==> src/rtl/truth_table_sweeper.sv <==
// Exhaustive truth-table sweeper: walks every input vector of an N_IN-input
// function, samples F after a settle delay and scores the result against a golden table.
module truth_table_sweeper #(
  parameter int N_IN       = 4,
  parameter int SETTLE_CYC = 1
) (
  input  logic                    clk,
  input  logic                    rst,
  input  logic                    start,
  input  logic [(1<<N_IN)-1:0]    expected,
  output logic [N_IN-1:0]         vec,
  input  logic                    f_in,
  output logic                    busy,
  output logic                    done,
  output logic [(1<<N_IN)-1:0]    table_out,
  output logic                    pass,
  output logic [N_IN:0]           mismatch_cnt,
  output logic [N_IN-1:0]         first_fail,
  output logic                    fail_valid
);

  localparam int TBL    = 1 << N_IN;
  localparam int WAIT_W = (SETTLE_CYC > 0) ? $clog2(SETTLE_CYC + 1) : 1;

  typedef enum logic [1:0] {S_IDLE, S_SETTLE, S_SAMPLE, S_DONE} state_t;

  state_t              state_q, state_d;
  logic [N_IN-1:0]     idx_q, idx_d;
  logic [WAIT_W-1:0]   settle_q, settle_d;
  logic [TBL-1:0]      exp_q, exp_d;
  logic [N_IN-1:0]     vec_q, vec_d;
  logic                busy_q, busy_d;
  logic                done_q, done_d;
  logic [TBL-1:0]      table_q, table_d;
  logic                pass_q, pass_d;
  logic [N_IN:0]       mcnt_q, mcnt_d;
  logic [N_IN-1:0]     ff_q, ff_d;
  logic                fv_q, fv_d;

  always_comb begin
    state_d  = state_q;
    idx_d    = idx_q;
    settle_d = settle_q;
    exp_d    = exp_q;
    vec_d    = vec_q;
    done_d   = 1'b0;
    table_d  = table_q;
    pass_d   = pass_q;
    mcnt_d   = mcnt_q;
    ff_d     = ff_q;
    fv_d     = fv_q;
    unique case (state_q)
      S_IDLE: begin
        vec_d = '0;
        if (start) begin
          exp_d    = expected;
          table_d  = '0;
          pass_d   = 1'b0;
          mcnt_d   = '0;
          ff_d     = '0;
          fv_d     = 1'b0;
          idx_d    = '0;
          settle_d = WAIT_W'(SETTLE_CYC);
          state_d  = (SETTLE_CYC == 0) ? S_SAMPLE : S_SETTLE;
        end
      end
      S_SETTLE: begin
        // Counter is loaded with SETTLE_CYC, so leaving at 1 gives exactly SETTLE_CYC cycles here.
        settle_d = settle_q - WAIT_W'(1);
        if (settle_q == WAIT_W'(1)) state_d = S_SAMPLE;
      end
      S_SAMPLE: begin
        table_d[idx_q] = f_in;
        if (f_in != exp_q[idx_q]) begin
          mcnt_d = mcnt_q + (N_IN+1)'(1);
          if (!fv_q) ff_d = idx_q;
          fv_d = 1'b1;
        end
        if (idx_q == N_IN'(TBL - 1)) begin
          state_d = S_DONE;
          done_d  = 1'b1;
          pass_d  = (table_d == exp_q);
        end else begin
          idx_d    = idx_q + N_IN'(1);
          vec_d    = idx_q + N_IN'(1);
          settle_d = WAIT_W'(SETTLE_CYC);
          state_d  = (SETTLE_CYC == 0) ? S_SAMPLE : S_SETTLE;
        end
      end
      S_DONE: begin
        state_d = S_IDLE;
        vec_d   = '0;
      end
    endcase
    busy_d = (state_d != S_IDLE);
  end

  always_ff @(posedge clk) begin
    if (rst) begin
      state_q  <= S_IDLE;
      idx_q    <= '0;
      settle_q <= '0;
      exp_q    <= '0;
      vec_q    <= '0;
      busy_q   <= 1'b0;
      done_q   <= 1'b0;
      table_q  <= '0;
      pass_q   <= 1'b0;
      mcnt_q   <= '0;
      ff_q     <= '0;
      fv_q     <= 1'b0;
    end else begin
      state_q  <= state_d;
      idx_q    <= idx_d;
      settle_q <= settle_d;
      exp_q    <= exp_d;
      vec_q    <= vec_d;
      busy_q   <= busy_d;
      done_q   <= done_d;
      table_q  <= table_d;
      pass_q   <= pass_d;
      mcnt_q   <= mcnt_d;
      ff_q     <= ff_d;
      fv_q     <= fv_d;
    end
  end

  assign vec          = vec_q;
  assign busy         = busy_q;
  assign done         = done_q;
  assign table_out    = table_q;
  assign pass         = pass_q;
  assign mismatch_cnt = mcnt_q;
  assign first_fail   = ff_q;
  assign fail_valid   = fv_q;

endmodule

==> config.mk <==
export PLATFORM = sky130hd
export DESIGN_NAME = truth_table_sweeper
export DESIGN_NICKNAME = d
export VERILOG_FILES = /design/src/rtl/truth_table_sweeper.sv
export SDC_FILE = /design/constraint.sdc
export NUM_CORES = 1
export LEC_CHECK = 0
export BUFFER_PORTS_ARGS = -buffer_cell sky130_fd_sc_hd__buf_4
export CORE_MARGIN = 2
export CORE_UTILIZATION = 60
export DETAILED_ROUTE_END_ITERATION = 10
export PLACE_DENSITY = 0.91
export SYNTH_ARGS = -nofsm -noshare
export SYNTH_HDL_FRONTEND = slang
export SYNTH_SLANG_ARGS = --single-unit
==> constraint.sdc <==
create_clock -name clk -period 3.1 [get_ports clk]
set_input_delay 0.93 -clock clk [delete_from_list [all_inputs] [get_ports clk]]
set_output_delay 0.93 -clock clk [all_outputs]
set_load 0.01 [all_outputs]
==> impl_metrics.yaml, run 1 <==
timing:
  finalCriticalPeriod_ns: 2.49
  final-setup-viol-count: 0
  hold_slack_ns: 0.458
  tightest_slew_ns: 0.734
  slew_headroom_pct: 51.0
  finalCritPeriodShare_pct: 80.4
  hold_viol: 0
  rsz0062_at_grt: "false"
  max_freq_mhz: 401
  fin_worst_skew_ns: 0.0102
  fin_setup_tns_ns: 0
  slew_violations: 0
routing:
  drc: 0
  ant_nets: 0
  vias: 3091
  wl_per_cell_um: 16.0
  wl_um: 8120
  via_per_inst: 6.08
  firstDrtPassIters: 5
  drtIter0Drc: 327
cells_and_area:
  antennaDiodeCount: 0
  seqCellArea_sq_um: 1120
  multi_input_area_sq_um: 1890
  nNetsFinal: 467
  layout-drive-gt1-share_pct: 17.1
  area_growth_pct: 15.4
  instances_no_fill: 508
  n_fill_cell: 413
floorplanning:
  core_area_sq_um: 5110
  row_count: 26
  initial_core_util_pct: 62.5
  die_area_sq_um: 5920
  ios: 53
  die_w_um: 77.0
  dieHeight_um: 77.0
yosys:
  synth_seq_area_share_pct: 35.1
  synth-edff-count: 0
  synth.net_count: 428
  synthFlopType: "dfxtp_1"
  ys_seq_elements: 56
  syn_area_sq_um: 3190
  synth-warning-count: 0
  syn-instance-count: 399
  syn_area_per_cell_sq_um: 8.01
  synth_async_sr_flop_share_pct: 0
  synth_cell_types: 54
worst_setup_path:
  path_buf_inv: 0
  r2r_slack_ns: 0.61
  cp_max_fo: 16
  cp.depth: 6
  critPathMaxStageDelay_ns: 0.78
  r2r-end: "mismatch_cnt[1]"
  slowest_stage: "dfxtp_1"
  timing.rr.start: "idx_q[2]"
  critPathArrivalTime_ns: 2.71
  path_cells: "mux2_2 -> a2bb2oi_1 -> a21oi_1 -> nor3b_1 -> nor2_2 -> o32ai_1"
  crit_required_ns: 3.31
  cp-end-kind: "flip-flop"
  start_kind: "flip-flop"
  path_class: "reg -> reg"
  critPathTopFamily: "compound AO/OA/AOI/OAI gates"
  r2r.worst_path.cells: 6
power_and_ir_drop:
  power.net_switching_mw: 0.491
  p_leak_nw: 1.46
  worst_ir_drop_vdd_v: 0.000227
  p_sw_share_pct: 31.1
  power_frac_clock_pct: 27.3
  seqPwrFrac_pct: 50.5
  p_int_mw: 1.09
  power_density_nw_per_um2: 429
  comb_power_share_pct: 22.3
global_route:
  grt_pass1_wl_um: 13400
  grt_max_degree: 56
  grt_overflow_total: 0
  grt_antenna_before_repair: 0
  grt_usage_pct: 27.9
  grt_pass1_vias: 2839
placement:
  dp_hpwl_um: 5880
  place.gp.congestion: 0.962
  place_inst: 501
  port_buffers: 52
clock_tree:
  cts_hold_buf: 0
  cts_resized: 0
  cts_buffers: 5
  worstSkewPairLatency_ns: 0.31
  post-cts-setup-buffers: 0
  htreeDepth: 2
  cts.sinks: 56
  cts_buffer_depth: 2
  cts_tree: "built"
  clk_pin_slew_ns: 0.10
  cts-root-buf: "clkbuf_8"
flow_run:
  drv_cap: 0
worst_hold_path:
  hp-start: "vec[3]"
  hold_depth: 2
  hold_path.class: "reg -> reg"
  min_to: "vec[3]"
outcome:
  status: "completed"
==> cell usage in the layout (no fill, tap or decap), drive strengths merged, types with 12 or more instances in the layout <==
cell	count
a21oi	37
buf	58
dfxtp	56
inv	15
mux2i	21
nand2	57
nand3	13
nor2	30
o21ai	21
xnor2	12
==> area by class of cell <==
cell class,count,area share [%]
repair buffers,58,11.8
flip-flops and latches,56,30.4
multi-input cells,301,51.2
inverters,16,1.63
clock buffers,7,2.61
well taps,70,2.38
==> worst min-delay path: stages (launching register included) <==
cell and delay, ns:
dfxtp_1 0.32, nand2_1 0.05, a21oi_1 0.05
==> kinds of logic after synthesis <==
logic type / share of synthesized area (%)
AOI/OAI and AO/OA: 18.5
xor gates and xnor gates: 4.66
adders and majority gates: 3.53
buffers and inverters: 5.84
DFF: 35.1
muxes: 8.73
and+or+nand+nor: 23.6
==> state kept, by name (all words and copies together), names as in the netlist <==
signal and count:
busy 1, done 1, exp_q 16, fail_valid 1
first_fail 4, idx_q 4, mismatch_cnt 5, pass 1
settle_q 1, state_q 2, table_out 16, vec 4
==> metal layers <==
layer	wire length [um]	GRT usage, %	up-vias
li1	-	-	1480
met1	3330	34.3	1430
met2	4030	48.2	156
met3	559	5.88	25
met4	194	9.82	0
met5	0	0	-
==> worst max-delay path by stage <==
stage,from,endpoint,slack [ns]
6_report,idx_q[2],mismatch_cnt[1],0.61
5_1_grt,idx_q[2],mismatch_cnt[1],0.47
4_1_cts,idx_q[2],mismatch_cnt[1],0.65
3_5_place_dp,start,pass,0.59
3_3_place_gp,start,mismatch_cnt[4],0.69
2_1_floorplan,f_in,first_fail[0],0.80
==> Yosys cell counts, drive strengths merged (2+ instances only) <==
| library cell | instances | area [sq um] |
|---|---|---|
| xnor2 | 12 | 105 |
| nand2 | 57 | 214 |
| ha | 9 | 113 |
| nand3b | 7 | 56.3 |
| nand3 | 13 | 65.1 |
| nor2b | 7 | 43.8 |
| or3 | 3 | 18.8 |
| nand4 | 5 | 31.3 |
| o22ai | 5 | 31.3 |
| mux4 | 2 | 45.0 |
| and3 | 5 | 31.3 |
| nand2b | 8 | 50.1 |
| a32oi | 2 | 17.5 |
| clkbuf | 16 | 60.1 |
| inv | 15 | 56.3 |
| nor3 | 5 | 25.0 |
| nor2 | 30 | 115 |
| nor3b | 4 | 30.0 |
| dfxtp | 56 | 1120 |
| a21oi | 37 | 185 |
| a31o | 2 | 17.5 |
| nor4 | 3 | 18.8 |
| xor2 | 5 | 43.8 |
| o2111ai | 2 | 17.5 |
| o21ai | 21 | 105 |
| a31oi | 3 | 18.8 |
| or2 | 2 | 12.5 |
| and2 | 4 | 25.0 |
| mux2i | 21 | 223 |
| a22oi | 9 | 67.6 |
| buf | 10 | 66.3 |
| o32ai | 2 | 17.5 |
| o211ai | 3 | 27.5 |
| a221oi | 2 | 17.5 |
==> per-stage QoR <==
stage / util [%] / area, sq um / power [mW] / worst slack [ns]
2_1_floorplan: - / 3190 / 1.06 / 0.802
4_1_cts: 72.2 / 3690 / 1.57 / 0.648
6_report: 72.2 / 3690 / 1.58 / 0.606
3_5_place_dp: 70.3 / 3590 / 1.16 / 0.590
3_3_place_gp: 70.3 / 3590 / 1.14 / 0.693
5_1_grt: 72.2 / 3690 / 1.66 / 0.468
==> power groups by stage <==
stage / logic, mW / clock network, mW / registers, mW
6_report: 0.352 / 0.431 / 0.798
5_1_grt: 0.387 / 0.468 / 0.802
4_1_cts: 0.346 / 0.429 / 0.796
3_5_place_dp: 0.344 / 0 / 0.814
3_3_place_gp: 0.334 / 0 / 0.810
2_1_floorplan: 0.268 / 0 / 0.794
(Power assumes the default switching activity.)
==> run 2, diff against run 1 <==
--- a/config.mk
+++ b/config.mk
@@ -7,9 +7,9 @@
 export LEC_CHECK = 0
 export BUFFER_PORTS_ARGS = -buffer_cell sky130_fd_sc_hd__buf_4
 export CORE_MARGIN = 2
-export CORE_UTILIZATION = 60
+export CORE_UTILIZATION = 56
 export DETAILED_ROUTE_END_ITERATION = 10
-export PLACE_DENSITY = 0.91
+export PLACE_DENSITY = 0.86
 export SYNTH_ARGS = -nofsm -noshare
 export SYNTH_HDL_FRONTEND = slang
 export SYNTH_SLANG_ARGS = --single-unit
==> constraint.sdc (replaced) <==
create_clock -name clk -period 2.5 [get_ports clk]
set_input_delay 0.75 -clock clk [delete_from_list [all_inputs] [get_ports clk]]
set_output_delay 0.75 -clock clk [all_outputs]
set_load 0.01 [all_outputs]
==> impl_metrics.yaml, run 2 (synthesis gave the netlist of run 1 again) <==
outcome:
  status: "completed"
floorplanning:
  ios: 53
  die_w_um: 79.5
  initial_core_util_pct: 58.0
  dieHeight_um: 79.5
  row_count: 27
  core_area_sq_um: 5510
  die_area_sq_um: 6320
worst_hold_path:
  hp-start: "vec[1]"
  hold_depth: 2
  hold_path.class: "reg -> reg"
  min_to: "vec[1]"
placement:
  place.gp.congestion: 0.962
  dp_hpwl_um: 5880
  port_buffers: 52
clock_tree:
  cts_tree: "built"
  htreeDepth: 2
  cts.sinks: 56
  cts_hold_buf: 0
  cts-root-buf: "clkbuf_8"
  post-cts-setup-buffers: 0
  cts_resized: 0
  cts_buffer_depth: 2
  cts_buffers: 5
  worstSkewPairLatency_ns: 0.32
  clk_pin_slew_ns: 0.10
routing:
  vias: 3093
  drtIter0Drc: 382
  firstDrtPassIters: 5
  wl_per_cell_um: 15.5
  ant_nets: 0
  via_per_inst: 5.97
  drc: 0
  wl_um: 8050
worst_setup_path:
  cp_max_fo: 11
  timing.rr.start: "state_q[1]"
  path_buf_inv: 1
  cp-end-kind: "flip-flop"
  critPathArrivalTime_ns: 2.57
  crit_required_ns: 2.71
  r2r.worst_path.cells: 7
  path_class: "reg -> reg"
  startpoint: "state_q[1]"
  critPathTopFamily: "compound AO/OA/AOI/OAI gates"
  start_kind: "flip-flop"
  critPathMaxStageDelay_ns: 0.57
  r2r-end: "pass"
  r2r_slack_ns: 0.15
  path_cells: "inv_1 -> ha_1 -> nand2b_1 -> nand2_1 -> a2111oi_0 -> nand4_1 -> o31ai_1"
  slowest_stage: "a2111oi_0"
global_route:
  gr-max-usage-layer: "met2"
  grt_pass1_vias: 2768
  use_met1_pct: 35.7
  grt_util_met3_pct: 5.66
  grtUsageMet2_pct: 42.0
  grt_antenna_before_repair: 0
  grt_overflow_total: 0
  grt_usage_pct: 26.9
  grt_max_degree: 31
  grt_pass1_wl_um: 13400
cells_and_area:
  area_growth_pct: 17.0
  nNetsFinal: 475
  final_common_cell: "buf_4"
  final_cell_mix: "66 x buf_4, 57 x nand2_1, 52 x dfxtp_1, 37 x a21oi_1, 29 x nor2_1"
  n_fill_cell: 457
  layout-drive-gt1-share_pct: 19.3
  antennaDiodeCount: 0
timing:
  hold_slack_ns: 0.463
  finalCriticalPeriod_ns: 2.35
  max_freq_mhz: 425
  final-setup-viol-count: 0
  rsz0062_at_grt: "false"
  hold_viol: 0
  tightest_slew_ns: 0.618
  slew_violations: 0
  fin_worst_skew_ns: 0.0109
  finalCritPeriodShare_pct: 94.1
  slew_headroom_pct: 57.8
  fin_setup_tns_ns: 0
power_and_ir_drop:
  p_leak_nw: 1.49
  power_density_nw_per_um2: 517
  worst_ir_drop_vdd_v: 0.000306
  power.total_mw: 1.93
flow_run:
  drv_cap: 0
[run 2: how the worst max path moves through the flow]
stage / end / slack, ns / cells after the start
after global placement: pass / 0.37 / 7
after detailed placement: pass / 0.21 / 7
after CTS: pass / 0.1 / 8
after global routing: pass / 0.05 / 8
final: pass / 0.15 / 7
after floorplan: first_fail[0] / 0.38 / 7
[run 2: layer usage]
layer  wire length, um  share of wire (%)
met3               749                9.3
met4               225                2.8
met5                 0                  0
met2              3700                 46
met1              3380                 42
[run 2: power breakdown]
part	internal (mW)	switching [mW]
Combinational	0.190	0.271
Clock	0.192	0.287
Sequential	0.934	0.0583
Total	1.31	0.616
[run 2: cell type report]
type,count,area [sq um],area share [%]
Multi-Input combinational cell,301,1890,50.5
Sequential cell,56,1130,30.1
Timing Repair Buffer,66,495,13.3
Tap cell,72,90.1,2.41
Clock buffer,6,72.6,1.94
Inverter,16,60.1,1.61
Clock inverter,1,5.00,0.134
[run 2: through the flow]
stage          util, %  setup WS, ns  instance area (sq um)  cells
6_report          67.8         0.148                   3740    518
3_5_place_dp      66.3         0.206                   3650    511
4_1_cts           67.8        0.0992                   3730    518
3_3_place_gp      66.3         0.368                   3650    511
5_1_grt           67.8        0.0546                   3740    518
2_1_floorplan        -         0.382                   3190    399
[run 2: worst min-delay path, cell delays in order, from the launching register on]
cell,delay (ns)
dfxtp_1,0.32
nand2_1,0.05
a21oi_1,0.05
==> run 3, diff against run 2 <==
==> constraint.sdc (replaced) <==
create_clock -name clk -period 2.65 [get_ports clk]
set_input_delay 0.795 -clock clk [delete_from_list [all_inputs] [get_ports clk]]
set_output_delay 0.795 -clock clk [all_outputs]
set_load 0.01 [all_outputs]
==> impl_metrics.yaml, run 3 (synthesis gave the netlist of run 1 again) <==
outcome:
  status: "completed"
placement:
  dp_hpwl_um: 5830
  place.gp.congestion: 0.963
  place_area_sq_um: 3620
  port_buffers: 52
global_route:
  grt_usage_pct: 26.6
  grt_overflow_total: 0
  grt_max_degree: 33
  grt_pass1_vias: 2878
  grt_antenna_before_repair: 0
  grt_pass1_wl_um: 13200
power_and_ir_drop:
  worst_ir_drop_vdd_v: 0.000294
  power.total_mw: 1.81
  p_leak_nw: 1.47
  p_sw_share_pct: 32.1
  p_int_mw: 1.23
  seqPwrFrac_pct: 51.6
  power_density_nw_per_um2: 489
  power_frac_clock_pct: 25.1
  power.net_switching_mw: 0.580
  comb_power_share_pct: 23.3
timing:
  fin_worst_skew_ns: 0.0116
  hold_viol: 0
  finalCritPeriodShare_pct: 90.2
  tightest_slew_ns: 0.711
  final-setup-viol-count: 0
  max_freq_mhz: 418
  hold_slack_ns: 0.469
  finalCriticalPeriod_ns: 2.39
  fin_setup_tns_ns: 0
  slew_violations: 0
  rsz0062_at_grt: "false"
  slew_headroom_pct: 52.6
clock_tree:
  cts_hold_buf: 0
  cts_buffers: 5
  worstSkewPairLatency_ns: 0.32
  htreeDepth: 2
  cts-root-buf: "clkbuf_8"
  cts_tree: "built"
  cts_buffer_depth: 2
  cts_resized: 0
  clk_pin_slew_ns: 0.10
  cts.sinks: 56
  post-cts-setup-buffers: 0
worst_setup_path:
  critPathArrivalTime_ns: 2.62
  critPathMaxStageDelay_ns: 0.44
  critPathTopFamily: "simple AND/OR/NAND/NOR gates"
  path_buf_inv: 1
  slowest_stage: "a2111oi_0"
  cp_max_fo: 17
  path_class: "reg -> reg"
  path_cells: "inv_1 -> ha_1 -> nand2b_1 -> nand2_1 -> a2111oi_0 -> nand4_1 -> o31ai_1"
  crit_required_ns: 2.87
  cp-end-kind: "flip-flop"
  start_kind: "flip-flop"
floorplanning:
  ios: 53
  row_count: 27
  core_area_sq_um: 5510
  initial_core_util_pct: 58.0
  dieHeight_um: 79.5
  die_area_sq_um: 6320
  die_w_um: 79.5
cells_and_area:
  fin_area_sq_um: 3690
  area_growth_pct: 15.6
  layout-drive-gt1-share_pct: 17.5
  n_fill_cell: 486
  final_cell_mix: "61 x buf_4, 57 x nand2_1, 56 x dfxtp_1, 37 x a21oi_1, 29 x nor2_1"
  fin_util_pct: 67.1
  antennaDiodeCount: 0
  nNetsFinal: 470
  final_common_cell: "buf_4"
routing:
  drc: 0
  firstDrtPassIters: 5
  via_per_inst: 5.97
  ant_nets: 0
  drtIter0Drc: 298
  vias: 3063
  wl_per_cell_um: 15.7
  wl_um: 8050
worst_hold_path:
  hold_path.class: "reg -> reg"
flow_run:
  drv_cap: 0
run 3: cell types whose count changed in the layout (fill, tap and decap cells not counted):
cell	change
buf_4	-5
dfxtp_1	+4
dfxtp_2	-4
run 3: cell type report:
| cell class | instances | area, sq um | area share (%) |
|---|---|---|---|
| multi-input combinational | 301 | 1890 | 51.1 |
| sequential | 56 | 1120 | 30.4 |
| timing repair buffer | 61 | 458 | 12.4 |
| tap | 72 | 90.1 | 2.44 |
| clock buffer | 6 | 72.6 | 1.96 |
| inverter | 16 | 60.1 | 1.63 |
| clock inverter | 1 | 5.00 | 0.136 |
run 3: metrics by stage:
stage          std cells  setup WS, ns
2_1_floorplan        399         0.487
3_3_place_gp         506         0.268
3_5_place_dp         506         0.156
4_1_cts              513         0.305
5_1_grt              513        0.0713
6_report             513         0.259
run 3: worst register-to-register path: stages (launching register included):
cell	delay, ns
dfxtp_1	0.39
inv_1	0.09
ha_1	0.31
nand2b_1	0.26
nand2_1	0.41
a2111oi_0	0.45
nand4_1	0.16
o31ai_1	0.24
run 3: metal layers:
layer,GRT usage [%],part of all wire (%)
met2,43.3,48
met4,12.8,2.7
met1,33.4,43
met3,5.88,5.8
met5,0,0
run 3: path summary, 6_finish.rpt:
check	from	to	slack (ns)	cells after the start
worst max-delay path	state_q[1]	pass	0.26	7
worst min-delay path	vec[1]	vec[1]	0.47	2
worst max register to register	state_q[1]	pass	0.26	7
worst min register to register	vec[1]	vec[1]	0.47	2
run 3: power groups by stage:
stage	Sequential [mW]	Clock [mW]	Combinational (mW)
final	0.932	0.454	0.422
after global routing	0.939	0.495	0.468
after CTS	0.931	0.461	0.415
after detailed placement	0.951	0	0.413
after global placement	0.948	0	0.403
after floorplan	0.928	0	0.313
